--- src/rtl/if_fetch_queue.sv ---
// Instruction-fetch stage with a split request/response memory port, bounded
// outstanding requests and an in-order fetch queue feeding decode.
module if_fetch_queue #(
    parameter logic [31:0] RESET_PC        = 32'h1c000000,
    parameter int unsigned FQ_DEPTH        = 4,
    parameter int unsigned MAX_OUTSTANDING = 2
) (
    input  logic        clk,
    input  logic        reset,
    input  logic        ds_allowin,
    input  logic        br_stall,
    input  logic        br_taken,
    input  logic [31:0] br_target,
    output logic        fs_to_ds_valid,
    output logic [63:0] fs_to_ds_bus,
    output logic        inst_req,
    output logic [31:0] inst_addr,
    input  logic        inst_addr_ok,
    input  logic        inst_data_ok,
    input  logic [31:0] inst_rdata
);

    localparam int unsigned PTR_W = (FQ_DEPTH > 1) ? $clog2(FQ_DEPTH) : 1;
    localparam int unsigned CNT_W = $clog2(FQ_DEPTH + 1);
    localparam int unsigned SUM_W = CNT_W + 1;

    logic [31:0]      r_fetch_pc;
    logic [31:0]      r_pc   [FQ_DEPTH];
    logic [31:0]      r_inst [FQ_DEPTH];
    logic [FQ_DEPTH-1:0] r_filled;
    logic [PTR_W-1:0] r_head;
    logic [PTR_W-1:0] r_fill;
    logic [PTR_W-1:0] r_tail;
    logic [CNT_W-1:0] r_count;
    logic [CNT_W-1:0] r_pending;
    logic [CNT_W-1:0] r_discard;

    logic             w_has_room;
    logic             w_has_credit;
    logic             w_accept;
    logic             w_drop;
    logic             w_fill;
    logic             w_pop;
    logic [31:0]      w_target;
    logic [CNT_W-1:0] w_count_nxt;
    logic [CNT_W-1:0] w_pending_nxt;
    logic [CNT_W-1:0] w_discard_nxt;

    // Request gating: queue space plus an outstanding-request budget that
    // also covers responses still owed to an abandoned path.
    assign w_has_room   = r_count < CNT_W'(FQ_DEPTH);
    assign w_has_credit = (SUM_W'(r_pending) + SUM_W'(r_discard)) < SUM_W'(MAX_OUTSTANDING);
    assign inst_req     = ~reset & ~br_stall & ~br_taken & w_has_room & w_has_credit;
    assign inst_addr    = r_fetch_pc;
    assign w_accept     = inst_req & inst_addr_ok;

    // A response is dropped while old-path responses are owed, or when it
    // coincides with a redirect.
    assign w_drop = inst_data_ok & (r_discard != '0);
    assign w_fill = inst_data_ok & (r_discard == '0) & ~br_taken;

    assign fs_to_ds_valid = r_filled[r_head] & ~br_taken;
    assign fs_to_ds_bus   = {r_inst[r_head], r_pc[r_head]};
    assign w_pop          = fs_to_ds_valid & ds_allowin;

    assign w_target = br_target & 32'hffff_fffc;

    always_comb begin
        w_count_nxt   = r_count + CNT_W'(w_accept) - CNT_W'(w_pop);
        w_pending_nxt = r_pending + CNT_W'(w_accept) - CNT_W'(w_fill);
        w_discard_nxt = r_discard - CNT_W'(w_drop);
        if (br_taken) begin
            w_discard_nxt = r_discard + r_pending - CNT_W'(inst_data_ok);
        end
    end

    always_ff @(posedge clk) begin
        if (reset) begin
            r_fetch_pc <= RESET_PC;
            r_pc       <= '{default: '0};
            r_inst     <= '{default: '0};
            r_filled   <= '0;
            r_head     <= '0;
            r_fill     <= '0;
            r_tail     <= '0;
            r_count    <= '0;
            r_pending  <= '0;
            r_discard  <= '0;
        end else if (br_taken) begin
            // Flush everything; outstanding requests become discards.
            r_fetch_pc <= w_target;
            r_filled   <= '0;
            r_head     <= '0;
            r_fill     <= '0;
            r_tail     <= '0;
            r_count    <= '0;
            r_pending  <= '0;
            r_discard  <= w_discard_nxt;
        end else begin
            if (w_accept) begin
                r_pc[r_tail]     <= r_fetch_pc;
                r_filled[r_tail] <= 1'b0;
                r_tail           <= r_tail + PTR_W'(1);
                r_fetch_pc       <= r_fetch_pc + 32'd4;
            end
            if (w_pop) begin
                r_filled[r_head] <= 1'b0;
                r_head           <= r_head + PTR_W'(1);
            end
            if (w_fill) begin
                r_inst[r_fill]   <= inst_rdata;
                r_filled[r_fill] <= 1'b1;
                r_fill           <= r_fill + PTR_W'(1);
            end
            r_count   <= w_count_nxt;
            r_pending <= w_pending_nxt;
            r_discard <= w_discard_nxt;
        end
    end

endmodule

--- config.mk ---
export PLATFORM = sky130hd
export DESIGN_NAME = if_fetch_queue
export DESIGN_NICKNAME = d
export VERILOG_FILES = /design/src/rtl/if_fetch_queue.sv
export SDC_FILE = /design/constraint.sdc
export NUM_CORES = 1
export LEC_CHECK = 0
export BUFFER_PORTS_ARGS = -buffer_cell sky130_fd_sc_hd__buf_2
export CAP_MARGIN = 20
export CORE_MARGIN = 2
export CORE_UTILIZATION = 40
export CTS_CLUSTER_SIZE = 28
export DETAILED_ROUTE_END_ITERATION = 6
export GPL_TIMING_DRIVEN = 0
export MAX_ROUTING_LAYER = met4
export PLACE_DENSITY = 0.63
export SETUP_SLACK_MARGIN = 0.2
export SLEW_MARGIN = 20
export SYNTH_ARGS = -nofsm -noshare
export SYNTH_HDL_FRONTEND = slang
export SYNTH_SLANG_ARGS = --single-unit
--- constraint.sdc ---
create_clock -name clk -period 3.95 [get_ports clk]
set_input_delay 0.1975 -clock clk [delete_from_list [all_inputs] [get_ports clk]]
set_output_delay 0.1975 -clock clk [all_outputs]
set_load 0.01 [all_outputs]
Word level (Yosys, flattened, before mapping). Index checks and enable logic that the tools add are counted.

Add/subtract/negate cells: 12. $lt $le $gt $ge: 13. Mux-type cells: 30. Bitwise gates (word level): 21. Reductions and logical operators: 11.

Operator list (number): 128-bit bitwise mux (2); 32-bit 2-to-1 mux (8); 32-bit binary-select mux with 2-bit select (2); 32-bit demux with 2-bit select (2); 32-bit by 3-bit adder with 32-bit output, second input constant (1); 4-bit 2-to-1 mux (7); 3-bit by 1-bit subtractor with 3-bit output (4); 1-bit bitwise AND (10); 3-bit >= comparator, second input constant (3); 2-bit by 3-bit < comparator with 1-bit output, second input constant (3); 2-bit NOT with 3-bit output (3); 4-bit bitwise AND (2); 4-bit NOT (2); 2-bit by 1-bit adder with 2-bit output, second input constant (3); 3-bit by 1-bit adder with 3-bit output (2); 1-bit demux with 2-bit select (3); 2-bit by 1-bit >= comparator with 1-bit output, second input constant (3); 3-bit by 1-bit < comparator with 1-bit output, second input constant (2); 1-bit logical AND (5); 3-bit by 3-bit adder with 4-bit output (1); 4-bit by 2-bit < comparator with 1-bit output, second input constant (1); 1-bit 2-to-1 mux (4); 4-bit bitwise OR (1); 2-bit AND reduction (2); 9 further kinds (11).

Register bits: 307. Output and inout bits: 98. Logic and storage cells: 104.

Longest topological paths before layout.
Word-level depth: 15. Gate-level depth with buffers: 14. Depth with buffers taken out: 13.

Worst setup path after synthesis. Ideal clock, no wire load.

Path kind: register to register. From: reg r_pending[1]. To: reg r_count[2]. Setup time: 0.126 ns. Data arrival time: 3.347 ns. Data required time: 3.824 ns. Path slack: 0.477 ns. Cell stages (with the launch flop): 15. Buffers on the path: 1. Cell sequence: dfxtp_1 inv_1 fa_1 or4b_4 a211oi_4 buf_2 nand2_1 ha_1 inv_1 ha_1 inv_1 fa_1 xor2_1 xnor2_1 nor2_1.

Cells in the longest elaborated chain, start to end: 6.

RTL lines: start, declared (line 35) `logic [CNT_W-1:0] r_pending;`; start signal, assigned (line 116) `r_pending <= w_pending_nxt;`; 3-bit by 3-bit adder with 4-bit output (line 52) `assign w_has_credit = (SUM_W'(r_pending) + SUM_W'(r_discard)) < SUM_W'(MAX_OUTSTANDING);`; 4-bit by 2-bit < comparator with 1-bit output (line 52); 1-bit bitwise AND (line 53) `assign inst_req = ~reset & ~br_stall & ~br_taken & w_has_room & w_has_credit;`; 1-bit bitwise AND (line 55) `assign w_accept = inst_req & inst_addr_ok;`; 3-bit by 1-bit adder with 3-bit output (line 69) `w_count_nxt = r_count + CNT_W'(w_accept) - CNT_W'(w_pop);`; 3-bit by 1-bit subtractor with 3-bit output (line 69); end signal, assigned (line 115) `r_count <= w_count_nxt;`; end, declared (line 34) `logic [CNT_W-1:0] r_count;`.

No other way between the ends. A chain may end at the register's enable or synchronous reset.

Worst setup path after layout. Ends and elaborated chain as after synthesis.

==> metrics.md <==
| Metric | Value |
|---|---|
| Crit path time final | 3540 ps |
| Status | finished clean |
| DRT iter0 DRCs | ~980 |
| HP Class | in -> reg |
| Die area | about 34000 um^2 |
| Crit path max fanout | 10 |
| First drt pass iteration count | 5 |
| Worst-skew pair later-pin latency | roughly 560 ps |
| CP required | around 4400 ps |
| Die Width | 184 um |
| WL final | just under 40000 um |
| Fin crit share | about nine tenths |
| Synthesized-area fraction occupied by adder cells | between 2 and 3% |
| Core Region | 31700 um^2 |
| Vias in the first global route | approximately 11000 |
| VDD IR max | 0.335 mV |
| Rel. slew slack | a little over a quarter |
| Final setup fails | 0 |
| CP startpoint kind | flop |
| Net Sw Frac | a little under a quarter |
| CTS Buf Count | 31 |
| Routability cong. | ~0.85 |
| Register area share after synthesis | between 40% and 50% |
| Compound-cell area share of the yosys netlist | a little over an eighth |
| Fill count | around 3000 |
| Post-Syn Instances | approximately 1500 |
| Critical path arrival | 3970 ps |
| Initial Util | 40.8% |
| Worst-path clk slew | around 70 ps |
| Syn Area/Cell | 8.51 um^2 |
| Root buffer cell | clkbuf_16 |
| GRT Total Usage | 23.9% |
| Share of layout cells above drive strength 1 | 17.4% |
| Leak Pwr | ~5.8 nW |
| Cell Area, Placed | 14300 um^2 |
| Hold WS | 37.1 ps |
| EDFF count, synth | 0 |
| Total power per unit cell area | roughly 440 nW/um^2 |
| Part of the power in registers | between 40 and 50% |
| Worst Setup End Kind | flop |
| Gr ovfl total | 0 |
| Global-route wire length before repair | between 60000 and 70000 um |
| Distinct cells, synth | 52 |
| Post-synthesis register bit count | ~300 |
| # clock sinks | just under 300 |
| Max-slew violations | 0 |
| Largest family of logic cells by synthesized area | simple AND/OR/NAND/NOR gates |
| Die height | approximately 180 um |
| Nets@finish | 1880 |
| Fraction of power consumed by the clock network | between 40% and 50% |
| Int Power | between 5 and 6 mW |
| Setup CP Type | reg -> reg |
| P_sw | between 1.5 and 2 mW |
| DRT antenna net count | 0 |
| Setup TNS | 0 ps |
| FFs w/ async S/R, synth | 0% |
| Multiplexer share of the synthesized area | 11.3% |
| Reg2Reg Depth | 14 |
| Final Cell Area | about 16000 um^2 |
| Post-synthesis simple-gate area fraction | 19.9% |
| Post-synth top flop | dfxtp_1 |
| DR vias | between 10000 and 15000 |
| Fin util | 50.6% |
| Max Buffers Root-to-Sink | 3 |
| Mapped cell area | ~13000 um^2 |
| Vias per inst | about 5.3 |
| Worst-margin pin slew | approximately 1100 ps |
| Fmax achieved | ~280 MHz |
| Pwr Total | 7.06 mW |
| Largest net degree at the start of global routing | 15 |
| Hold depth | 3 |
| Area grow syn2layout | 23.9% |
| RSZ-0062 raised after global routing | false |
| Max cap viols | 0 |
| CTS tree | built |
| Final Hold Viols | 0 |
| Port-buffer cells | about 160 |
| Max Clock Skew | 15.7 ps |
| Cell Rows | 65 |
| CTS H-tree depth | 1 |
| Yosys warns | 0 |
| DRC errors left | 0 |
| Xor-xnor portion of the synthesized cell area | under 10% |
| Boundary pin count | approximately 170 |
| Gate power share | under 10% |
| Initial antenna violation count | 1 |
| WL/cell | about 18 um |
| Hpwl dp | 27600 um |
## power groups by stage
stage	clock [mW]	sequential (mW)	combinational (mW)
2_1_floorplan	0	3.18	0.362
3_3_place_gp	0	3.18	0.592
3_5_place_dp	0	3.19	0.600
4_1_cts	3.32	3.12	0.652
5_1_grt	3.45	3.13	0.718
6_report	3.29	3.12	0.655
## per-stage QoR
stage / setup WS [ps] / std cells
global route: 213 / 2207
global placement: 25.8 / 2088
CTS: 263 / 2206
finish: 415 / 2207
detailed placement: 7.96 / 2088
floorplan: 477 / 1525
## state kept, by name, summed over array words and instances (netlist names)
register,cells
r_inst,128
r_pc,120
inst_addr,30
r_filled,4
r_count,3
r_discard,3
r_pending,3
r_fill,2
r_head,2
r_tail,2
## cells by family after synthesis
family / Yosys count
buffers and inverters: 157
AOI/OAI and AO/OA: 310
muxes: 68
DFF: 297
adders and majority gates: 28
other: 1
and+or+nand+nor: 636
xor gates and xnor gates: 25
## synthesized netlist by cell type, drive strengths merged (3+ instances only)
master,instances,area share (%)
xor2,16,1.1
inv,24,0.70
buf,38,1.7
xnor2,9,0.61
and4,3,0.20
nor3,6,0.23
and3,11,0.53
o21a,5,0.29
fa,4,0.62
and2,9,0.43
a21oi,256,9.9
ha,24,2.3
clkbuf,94,2.7
o31a,3,0.20
nand4,12,0.58
a211oi,17,1.1
a31oi,6,0.29
dfxtp,297,46
nand3,18,0.77
mux2i,5,0.39
o21ai,8,0.31
nand2,522,15
or4,3,0.17
nor2,43,1.3
o211ai,3,0.17
or4b,3,0.26
mux4,63,11
## critical path: stages, from the launching register on
cell,delay [ps]
dfxtp_1,430
inv_1,110
fa_1,530
or4b_4,480
a211oi_4,260
buf_6,210
nand2_1,90
ha_1,310
inv_1,60
ha_1,130
inv_1,50
fa_1,370
xor2_1,170
xnor2_1,140
nor2_1,50
## what timing repair did
item	in CTS	in global routing
gates resized for setup	0	3
buffers inserted	1	0
endpoints found under the hold margin	157	0
pin swaps	1	0
hold buffers	61	0
endpoints found under the setup margin	3	2
cloned	0	0
## worst paths after layout
path | slack [ps] | end | from
hold / removal | 40 | inst_addr[2] | br_target[2]
setup reg to reg | 410 | r_count[2] | r_pending[1]
hold reg to reg | 450 | r_inst[18] | r_inst[18]
setup / recovery | 410 | r_count[2] | r_pending[1]
## placed cells by master, fill, tap and decap left out, drive strengths merged, types with 2 or more instances in the layout
| master | netlist | layout |
|---|---|---|
| nand2 | 522 | 522 |
| dfxtp | 297 | 297 |
| a21oi | 256 | 256 |
| buf | 38 | 200 |
| clkbuf | 94 | 137 |
| mux4 | 63 | 63 |
| dlygate4sd3 | 0 | 61 |
| nor2 | 43 | 43 |
| inv | 24 | 24 |
| ha | 24 | 24 |
| nand3 | 18 | 18 |
| a211oi | 17 | 17 |
| xor2 | 16 | 16 |
| nand4 | 12 | 12 |
| and3 | 11 | 11 |
| and2 | 9 | 9 |
| xnor2 | 9 | 9 |
| o21ai | 8 | 8 |
| bufinv | 0 | 7 |
| clkinv | 1 | 7 |
| nor3 | 6 | 6 |
| a31oi | 6 | 6 |
| mux2i | 5 | 5 |
| o21a | 5 | 5 |
| fa | 4 | 4 |
| conb | 1 | 4 |
| o31a | 3 | 3 |
| and4 | 3 | 3 |
| or4 | 3 | 3 |
| o211ai | 3 | 3 |
| or4b | 3 | 3 |
| a221oi | 2 | 2 |
| o22ai | 2 | 2 |
| or3 | 2 | 2 |
## area by class of cell
| type | count | area [um^2] | area share (%) |
|---|---|---|---|
| Antenna cell | 1 | 2.50 | 0.0156 |
| Tap cell | 402 | 503 | 3.13 |
| Multi-Input combinational cell | 1071 | 6350 | 39.6 |
| Clock inverter | 13 | 240 | 1.50 |
| Timing Repair Buffer | 223 | 1420 | 8.87 |
| Sequential cell | 297 | 5950 | 37.1 |
| Inverter | 25 | 93.8 | 0.585 |
| Buffer | 132 | 577 | 3.60 |
| Clock buffer | 43 | 911 | 5.68 |
## per-layer routing
metal	vias to the layer above	wire, um	GRT usage (%)
met5	-	0	-
met4	0	755	5.54
met3	62	2770	3.21
met2	455	19100	40.7
met1	5551	17000	30.3
li1	5644	-	-
Note: power is estimated with default switching activity, not from simulation.
